`src/rtl/seq_det_pkg.sv`:
```
// Shared definitions for the "1101" sequence detector and its scan controller.
// Holds the controller state encoding, the detector state encoding and the
// pattern constant that the detector matches.
package seq_det_pkg;

  // Pattern to detect; bit 3 is the first bit seen in the serial stream.
  localparam logic [3:0] PATTERN = 4'b1101;

  // Scan controller states.
  typedef enum logic [1:0] {
    IDLE  = 2'd0,
    SHIFT = 2'd1,
    DRAIN = 2'd2
  } ctrl_state_t;

  // Detector states: Sn means the last n bits matched the pattern prefix.
  typedef enum logic [1:0] {
    S0 = 2'd0,
    S1 = 2'd1,
    S2 = 2'd2,
    S3 = 2'd3
  } det_state_t;

endpackage

```
`src/rtl/seq_det_core.sv`:
```
// Overlapping Mealy detector for the serial pattern in seq_det_pkg::PATTERN.
// Ports:
//   clk  - rising-edge clock
//   rst  - asynchronous active-high reset (state S0, y low)
//   clr  - synchronous clear to S0 (y low the following cycle)
//   x    - serial input bit, sampled every edge
//   y    - registered hit: high the cycle after the edge that saw the last
//          pattern bit
module seq_det_core
  import seq_det_pkg::*;
(
  input  logic clk,
  input  logic rst,
  input  logic clr,
  input  logic x,
  output logic y
);

  det_state_t state_q;
  det_state_t state_n;
  logic       y_n;

  // State and output register.
  always_ff @(posedge clk or posedge rst) begin
    if (rst) begin
      state_q <= S0;
      y       <= 1'b0;
    end else begin
      state_q <= state_n;
      y       <= y_n;
    end
  end

  // Next state and hit. The fallback targets on a mismatch are specific to
  // 1101: a failing '1' after "1101" or "11" still leaves a usable prefix.
  always_comb begin
    state_n = state_q;
    y_n     = 1'b0;
    if (clr) begin
      state_n = S0;
    end else begin
      case (state_q)
        S0: state_n = (x == PATTERN[3]) ? S1 : S0;
        S1: state_n = (x == PATTERN[2]) ? S2 : S0;
        S2: state_n = (x == PATTERN[1]) ? S3 : S2;
        S3: begin
          state_n = (x == PATTERN[0]) ? S1 : S0;
          y_n     = (x == PATTERN[0]);
        end
        default: state_n = S0;
      endcase
    end
  end

endmodule

```
`src/rtl/seq_detect_ctrl.sv`:
```
// Frame scan controller: loads a frame, shifts it MSB first through the
// 1101 detector, counts (overlapping) matches and records the scan index of
// the first match's final bit.
// Ports:
//   clk, rst     - clock, asynchronous active-high reset
//   start        - scan request, accepted only in IDLE (abort wins)
//   abort        - cancel an in-progress scan, no done pulse
//   frame_in     - frame to scan, bit FRAME_W-1 scanned first
//   busy         - scan in progress (SHIFT and DRAIN)
//   done         - one-cycle pulse when results are final
//   match_count  - saturating match count of the last scan
//   first_pos    - index of the first match's final bit, all-ones if none
module seq_detect_ctrl
  import seq_det_pkg::*;
#(
  parameter int unsigned FRAME_W = 16,
  parameter int unsigned CNT_W   = 5
) (
  input  logic               clk,
  input  logic               rst,
  input  logic               start,
  input  logic               abort,
  input  logic [FRAME_W-1:0] frame_in,
  output logic               busy,
  output logic               done,
  output logic [CNT_W-1:0]   match_count,
  output logic [CNT_W-1:0]   first_pos
);

  localparam logic [CNT_W-1:0] CNT_MAX  = {CNT_W{1'b1}};
  localparam logic [CNT_W-1:0] LAST_IDX = CNT_W'(FRAME_W - 1);

  ctrl_state_t        state_q;
  ctrl_state_t        state_n;
  logic               busy_n;
  logic               done_n;
  logic               load;
  logic               shift;
  logic [FRAME_W-1:0] shreg;
  logic [CNT_W-1:0]   idx;
  logic               det_x;
  logic               det_y;
  logic               hit;

  // Detector sees frame bits only while shifting; zeros otherwise.
  assign det_x = (state_q == SHIFT) && shreg[FRAME_W-1];

  // A registered hit only belongs to the scan while it is still running.
  assign hit = det_y && (state_q != IDLE);

  seq_det_core u_core (
    .clk (clk),
    .rst (rst),
    .clr (load),
    .x   (det_x),
    .y   (det_y)
  );

  // Controller state register.
  always_ff @(posedge clk or posedge rst) begin
    if (rst) state_q <= IDLE;
    else     state_q <= state_n;
  end

  // Controller next state and datapath strobes.
  always_comb begin
    state_n = state_q;
    done_n  = 1'b0;
    load    = 1'b0;
    shift   = 1'b0;
    case (state_q)
      IDLE: begin
        if (start && !abort) begin
          load    = 1'b1;
          state_n = SHIFT;
        end
      end
      SHIFT: begin
        if (abort) begin
          state_n = IDLE;
        end else begin
          shift = 1'b1;
          if (idx == LAST_IDX) state_n = DRAIN;
        end
      end
      DRAIN: begin
        state_n = IDLE;
        done_n  = !abort;
      end
      default: state_n = IDLE;
    endcase
    busy_n = (state_n != IDLE);
  end

  // Shift register, bit index, result registers and status outputs.
  // idx runs one ahead of the bit whose hit is currently visible on det_y.
  always_ff @(posedge clk or posedge rst) begin
    if (rst) begin
      shreg       <= '0;
      idx         <= '0;
      match_count <= '0;
      first_pos   <= CNT_MAX;
      busy        <= 1'b0;
      done        <= 1'b0;
    end else begin
      busy <= busy_n;
      done <= done_n;
      if (load) begin
        shreg       <= frame_in;
        idx         <= '0;
        match_count <= '0;
        first_pos   <= CNT_MAX;
      end else begin
        if (shift) begin
          shreg <= {shreg[FRAME_W-2:0], 1'b0};
          idx   <= idx + CNT_W'(1);
        end
        if (hit) begin
          if (match_count != CNT_MAX) match_count <= match_count + CNT_W'(1);
          if (first_pos == CNT_MAX)   first_pos   <= idx - CNT_W'(1);
        end
      end
    end
  end

endmodule

```
`config.mk`:
```
export PLATFORM = sky130hd
export DESIGN_NAME = seq_detect_ctrl
export DESIGN_NICKNAME = d
export VERILOG_FILES = /design/src/rtl/seq_det_pkg.sv /design/src/rtl/seq_det_core.sv /design/src/rtl/seq_detect_ctrl.sv
export SDC_FILE = /design/constraint.sdc
export NUM_CORES = 1
export LEC_CHECK = 0
export CAP_MARGIN = 15
export CORE_ASPECT_RATIO = 0.75
export CORE_UTILIZATION = 53
export CTS_BUF_LIST = sky130_fd_sc_hd__clkbuf_4 sky130_fd_sc_hd__clkbuf_8 sky130_fd_sc_hd__clkbuf_16
export DETAILED_ROUTE_END_ITERATION = 10
export GPL_TIMING_DRIVEN = 0
export PLACE_DENSITY = 0.89
export SETUP_SLACK_MARGIN = 0.05
export SLEW_MARGIN = 20
export SYNTH_ARGS = -nofsm -noshare
export SYNTH_HDL_FRONTEND = slang
export SYNTH_HIERARCHICAL = 1
export SYNTH_SLANG_ARGS = --single-unit
export TNS_END_PERCENT = 5
```
`constraint.sdc`:
```
create_clock -name clk -period 2.31 [get_ports clk]
set_input_delay 0.693 -clock clk [delete_from_list [all_inputs] [get_ports clk]]
set_output_delay 0.693 -clock clk [all_outputs]
set_load 0.02 [all_outputs]
```
==> results.json, run 1 <==
{
  "yosys_warnings": 6,
  "drt-initial-drc-count": 77,
  "fin_crit_sh": 0.935,
  "dp.cells": 280,
  "final_common_cell": "nand2_1",
  "worst_pin_slew_ns": 0.721,
  "cts_setup_buffers": 0,
  "drive_above_1_share": 0.164,
  "pin_count": 32,
  "mostFrequentLayoutCells": "nand2_1, dfrtp_1, clkdlybuf4s50_1",
  "crit_chain": "clkdlybuf4s50_1",
  "cts_tree": "done",
  "syn-cell-area_mm2": 0.00196,
  "startpoint_type": "flip-flop",
  "synth_nets": 227,
  "grt_overflow_total": 0,
  "reg2reg_slack_ns": 0.43,
  "leakage_nw": 1.03,
  "hpwl_um": 2870,
  "yosys_register_bits": 38,
  "wl_per_cell_um": 14.1,
  "max_stage_delay_ns": 0.61,
  "die_h_um": 54.6,
  "clk-insertion-delay-late_ns": 0.30,
  "fin_ws_ns": 0.149,
  "antenna_left": 0,
  "critPathMaxFanout": 3,
  "nNetsFinal": 265,
  "routabilityCongestion": 0.762,
  "rows": 18,
  "yosys_most_used_dff": "dfrtp_1",
  "cts_max_level": 2,
  "maxSlewHeadroom": 0.519,
  "crit_slowest_cell": "clkdlybuf4s50_1",
  "final_cells": 288,
  "core_area_mm2": 0.00340,
  "synthArstFlopShare": 1.00,
  "peakVddDrop_mv": 0.542,
  "start_util": 0.575,
  "dieArea_mm2": 0.00394,
  "cp.arrival_ns": 1.47,
  "syn_inst": 199,
  "vias": 1568,
  "critPathCaptureType": "primary output",
  "root_buffer": "clkbuf_8",
  "clockBufferDepth": 2,
  "firstDrtPassIters": 4,
  "syn_area_per_cell_um2": 9.83,
  "grt_setup_unrepaired": "no",
  "postCtsResizedCells": 0,
  "setup_viol": 0,
  "syn_to_final_growth_pct": 24.9,
  "grt_max_degree": 36,
  "drc_errors": 0,
  "synth_cell_types": 36,
  "die_w_um": 72.1,
  "wl_um": 4060,
  "fillers": 266,
  "drv_slew": 0,
  "finalHoldViolations": 0,
  "track_usage": 0.236,
  "numCtsBuffers": 5,
  "hold_class": "reg -> reg",
  "via_per_inst": 5.44,
  "min_period_ns": 2.16,
  "fin_skew_ns": 0.00985,
  "cap_violations": 0,
  "clk_pin_slew_ns": 0.07,
  "total_power_mw": 1.90,
  "cp_num_buf_inv": 1,
  "place_ws_ns": -0.146,
  "io_buffers": 31,
  "holdBufCountCts": 0,
  "grt_pass1_vias": 1411,
  "status": "finished, final reports clean",
  "seq_area_frac_synth": 0.489,
  "cts.sinks": 38,
  "p_per_area_mw_per_mm2": 778,
  "antenna_found_initial": 0,
  "fmax_mhz": 463,
  "crit_type": "reg -> out",
  "crit_family": "buffers and inverters",
  "diodes": 0,
  "synth_edf_count": 0,
  "grt_pass1_wl_um": 6800,
  "required_ns": 1.62
}
[registers in the layout, summed over array words and instances (netlist names)]
| name | count |
|---|---|
| shreg | 16 |
| match_count | 5 |
| first_pos | 5 |
| done | 1 |
| state_q | 2 |
| u_core/y | 1 |
| u_core/state_q | 2 |
| busy | 1 |
| idx | 5 |
[report_power, final]
part / internal (mW) / switching (mW) / leakage, nW
combinational: 0.214 / 0.227 / 0.519
clock: 0.321 / 0.258 / 0.0504
sequential: 0.790 / 0.0885 / 0.460
total: 1.33 / 0.573 / 1.03
[metal layers]
metal | GRT usage | vias to the layer above | part of all wire
met5 | 0 | - | 0
met4 | 0.0686 | 0 | 0.014
met3 | 0.0663 | 7 | 0.062
met2 | 0.368 | 51 | 0.45
met1 | 0.323 | 732 | 0.47
li1 | - | 778 | -
[area by class of cell]
| type | instances | area [um2] | share of cell area |
|---|---|---|---|
| Tap cell | 50 | 62.6 | 0.0256 |
| Timing Repair Buffer | 31 | 310 | 0.127 |
| Sequential cell | 38 | 957 | 0.392 |
| Multi-Input combinational cell | 139 | 868 | 0.356 |
| Clock inverter | 3 | 45.0 | 0.0184 |
| Inverter | 11 | 46.3 | 0.0190 |
| Buffer | 11 | 83.8 | 0.0343 |
| Clock buffer | 5 | 68.8 | 0.0282 |
[per-stage QoR]
step	hold WS [ns]	utilization	instance area, um2	TNS [ns]
floorplan	0.447	-	1960	0
global placement	0.470	0.685	2330	-1.46
detailed placement	0.472	0.685	2330	-2.42
CTS	0.489	0.718	2440	0
global route	0.504	0.718	2440	0
finish	0.484	0.718	2440	0
[cell families (layout without fill, tap and decap cells)]
group	Yosys count	count (layout)	share of synthesized area
buffers and inverters	22	61	0.0665
multiplexers	2	2	0.0102
XOR/XNOR	4	4	0.0179
AND/OR/NAND/NOR	87	87	0.218
flip-flops	38	38	0.489
adder cells (fa/ha/maj)	8	8	0.0512
AO/OA/AOI/OAI	38	38	0.147
[cells in the mapped netlist, drive strengths merged (5+ instances only)]
master / n / area (um2)
nor3: 16 / 80.1
nor2: 9 / 33.8
a21oi: 10 / 50.1
dfrtp: 33 / 826
buf: 8 / 72.6
ha: 8 / 100
inv: 10 / 37.5
nand3: 5 / 25.0
dfstp: 5 / 131
nand2: 42 / 175
o21ai: 6 / 30.0
a31oi: 15 / 150
[path summary, 6_finish.rpt]
| kind | startpoint | end | cells after the start |
|---|---|---|---|
| max reg2reg | match_count[0]$_DFFE_PP0P_ | match_count[3]$_DFFE_PP0P_ | 5 |
| min | first_pos[0]$_DFFE_PP1P_ | first_pos[0]$_DFFE_PP1P_ | 2 |
| min in group asynchronous | rst | u_core/y$_DFF_PP0_ | 2 |
| max in group asynchronous | rst | shreg[3]$_DFFE_PP0P_ | 2 |
| min reg2reg | first_pos[0]$_DFFE_PP1P_ | first_pos[0]$_DFFE_PP1P_ | 2 |
| max | first_pos[3]$_DFFE_PP1P_ | first_pos[3] | 1 |
No activity file was read; power rests on OpenSTA's default activity.
==> run 2: changes to the inputs <==
CORE_UTILIZATION = 40   (was 53)
PLACE_DENSITY = 0.73   (was 0.89)
SKIP_LAST_GASP = 1   (was unset)
==> run 2 against run 1 <==
  * Sequential share of layout area grew 0.16 points
  * Worst hold slack gained 0.0034 ns
  * Count of clock-buffer cells in the layout grew 1
  * Worst setup slack gained 0.013 ns
  * Clock power shrank 17%
  * Core utilization shrank 19 points
  * Non-clock buffer count is the same
  * Via count shrank 2.8%
  * Combinational power shrank 1%
  * Sequential power is essentially flat
==> results.json, run 2 (same netlist as run 1, synthesis figures left out) <==
{
  "reg2reg_slack_ns": 0.46,
  "nNetsFinal": 265,
  "crit_family": "buffers and inverters",
  "cts_tree": "done",
  "dieArea_mm2": 0.00518,
  "clk-insertion-delay-late_ns": 0.30,
  "cts_max_level": 2,
  "firstDrtPassIters": 4,
  "required_ns": 1.62,
  "cts_setup_buffers": 0,
  "fillers": 416,
  "grt_overflow_total": 0,
  "critPathCaptureType": "primary output",
  "critPathMaxFanout": 3,
  "cap_violations": 0,
  "whs_ns": 0.488,
  "startpoint_type": "flip-flop",
  "r2r_end": "match_count[2]$_DFFE_PP0P_",
  "clockBufferDepth": 2,
  "antenna_found_initial": 0,
  "fin_ws_ns": 0.163,
  "crit_start": "first_pos[3]$_DFFE_PP1P_",
  "min_from": "first_pos[2]$_DFFE_PP1P_",
  "root_buffer": "clkbuf_8",
  "final_area_mm2": 0.00243,
  "postCtsResizedCells": 0,
  "rows": 21,
  "fin_crit_sh": 0.930,
  "syn_to_final_growth_pct": 24.4,
  "cp_num_cells": 1,
  "p_per_area_mw_per_mm2": 738,
  "numCtsBuffers": 5,
  "setup_viol": 0,
  "peakVddDrop_mv": 0.426,
  "die_h_um": 62.6,
  "cp_num_buf_inv": 1,
  "start_util": 0.428,
  "final_common_cell": "nand2_1",
  "fmax_mhz": 466,
  "r2r_start": "match_count[0]$_DFFE_PP0P_",
  "die_w_um": 82.7,
  "wl_um": 4030,
  "grt_pass1_wl_um": 6780,
  "cts.sinks": 38,
  "core_area_mm2": 0.00457,
  "place_ws_ns": -0.155,
  "vias": 1524,
  "diodes": 0,
  "top_register": "shreg",
  "mostFrequentLayoutCells": "nand2_1, dfrtp_1, clkdlybuf4s50_1",
  "worst_pin_slew_ns": 0.707,
  "hold_class": "reg -> reg",
  "antenna_left": 0,
  "pin_count": 32,
  "dp.cells": 287,
  "min_period_ns": 2.15,
  "wl_per_cell_um": 13.7,
  "status": "finished, final reports clean",
  "maxSlewHeadroom": 0.528,
  "grt_pass1_vias": 1427,
  "drv_slew": 0,
  "leakage_nw": 1.03,
  "drive_above_1_share": 0.164,
  "routabilityCongestion": 0.725,
  "hpwl_um": 2840,
  "clk_pin_slew_ns": 0.08,
  "io_buffers": 31,
  "cp.arrival_ns": 1.45,
  "drc_errors": 0,
  "final_cells": 295,
  "crit_type": "reg -> out",
  "finish.utilization": 0.532,
  "grt_setup_unrepaired": "no",
  "track_usage": 0.175,
  "finalHoldViolations": 0,
  "via_per_inst": 5.17,
  "grt_max_degree": 36,
  "drt-initial-drc-count": 129,
  "crit_slowest_cell": "clkdlybuf4s50_1",
  "max_stage_delay_ns": 0.60,
  "holdBufCountCts": 0,
  "crit_path_end": "first_pos[3]",
  "dpl_cell_area_mm2": 0.00234,
  "fin_skew_ns": 0.0113,
  "largest_reg_flops": 16,
  "crit_chain": "clkdlybuf4s50_1",
  "r2r_cells": 5
}
run 2: cell types whose count changed in the layout (fill, tap and decap cells not counted):
cell,change
bufinv_16,-1
clkinvlp_4,-1
clkbuf_8,+1
clkinv_2,+1
run 2: where the power goes:
part	internal [mW]	leakage (nW)	switching, mW
Combinational	0.213	0.519	0.222
Sequential	0.790	0.460	0.0870
Clock	0.240	0.0472	0.243
Total	1.24	1.03	0.552
run 2: worst register-to-register path, delay by kind of cell, from the launching register on:
kind	cells	cell delay [ns]
flops	1	0.43
compound gates	1	0.15
simple gates	2	0.71
fa+ha+maj	2	0.49
run 2: through the flow:
stage / power [mW] / TNS, ns
finish: 1.80 / 0
global route: 1.92 / 0
CTS: 1.82 / 0
detailed placement: 1.33 / -2.63
global placement: 1.31 / -3.11
floorplan: 1.20 / 0
run 2: metal layers:
| metal | routed length, um | GRT usage |
|---|---|---|
| met3 | 190 | 0.0438 |
| met1 | 2140 | 0.256 |
| met5 | 0 | 0 |
| met4 | 58 | 0.0647 |
| met2 | 1640 | 0.248 |
run 2: how the worst min path moves through the flow:
stage,endpoint,depth (start not counted)
floorplan,u_core/state_q[0]$_DFF_PP0_,1
global placement,first_pos[1]$_DFFE_PP1P_,2
detailed placement,first_pos[2]$_DFFE_PP1P_,2
CTS,first_pos[2]$_DFFE_PP1P_,2
global route,first_pos[0]$_DFFE_PP1P_,2
finish,first_pos[2]$_DFFE_PP1P_,2
run 2: final cells by class:
class | count | area [um2] | share of cell area
timing repair buffer | 31 | 310 | 0.128
tap | 57 | 71.3 | 0.0293
clock buffer | 6 | 82.6 | 0.0340
clock inverter | 2 | 12.5 | 0.00514
buffer | 11 | 83.8 | 0.0345
inverter | 11 | 46.3 | 0.0190
multi-input combinational | 139 | 868 | 0.357
sequential | 38 | 957 | 0.394
==> run 3: changes to the inputs <==
CAP_MARGIN = unset   (was 15)
==> results of run 3 <==
The final DEF is identical to that of run 2; final timing and power are the same.
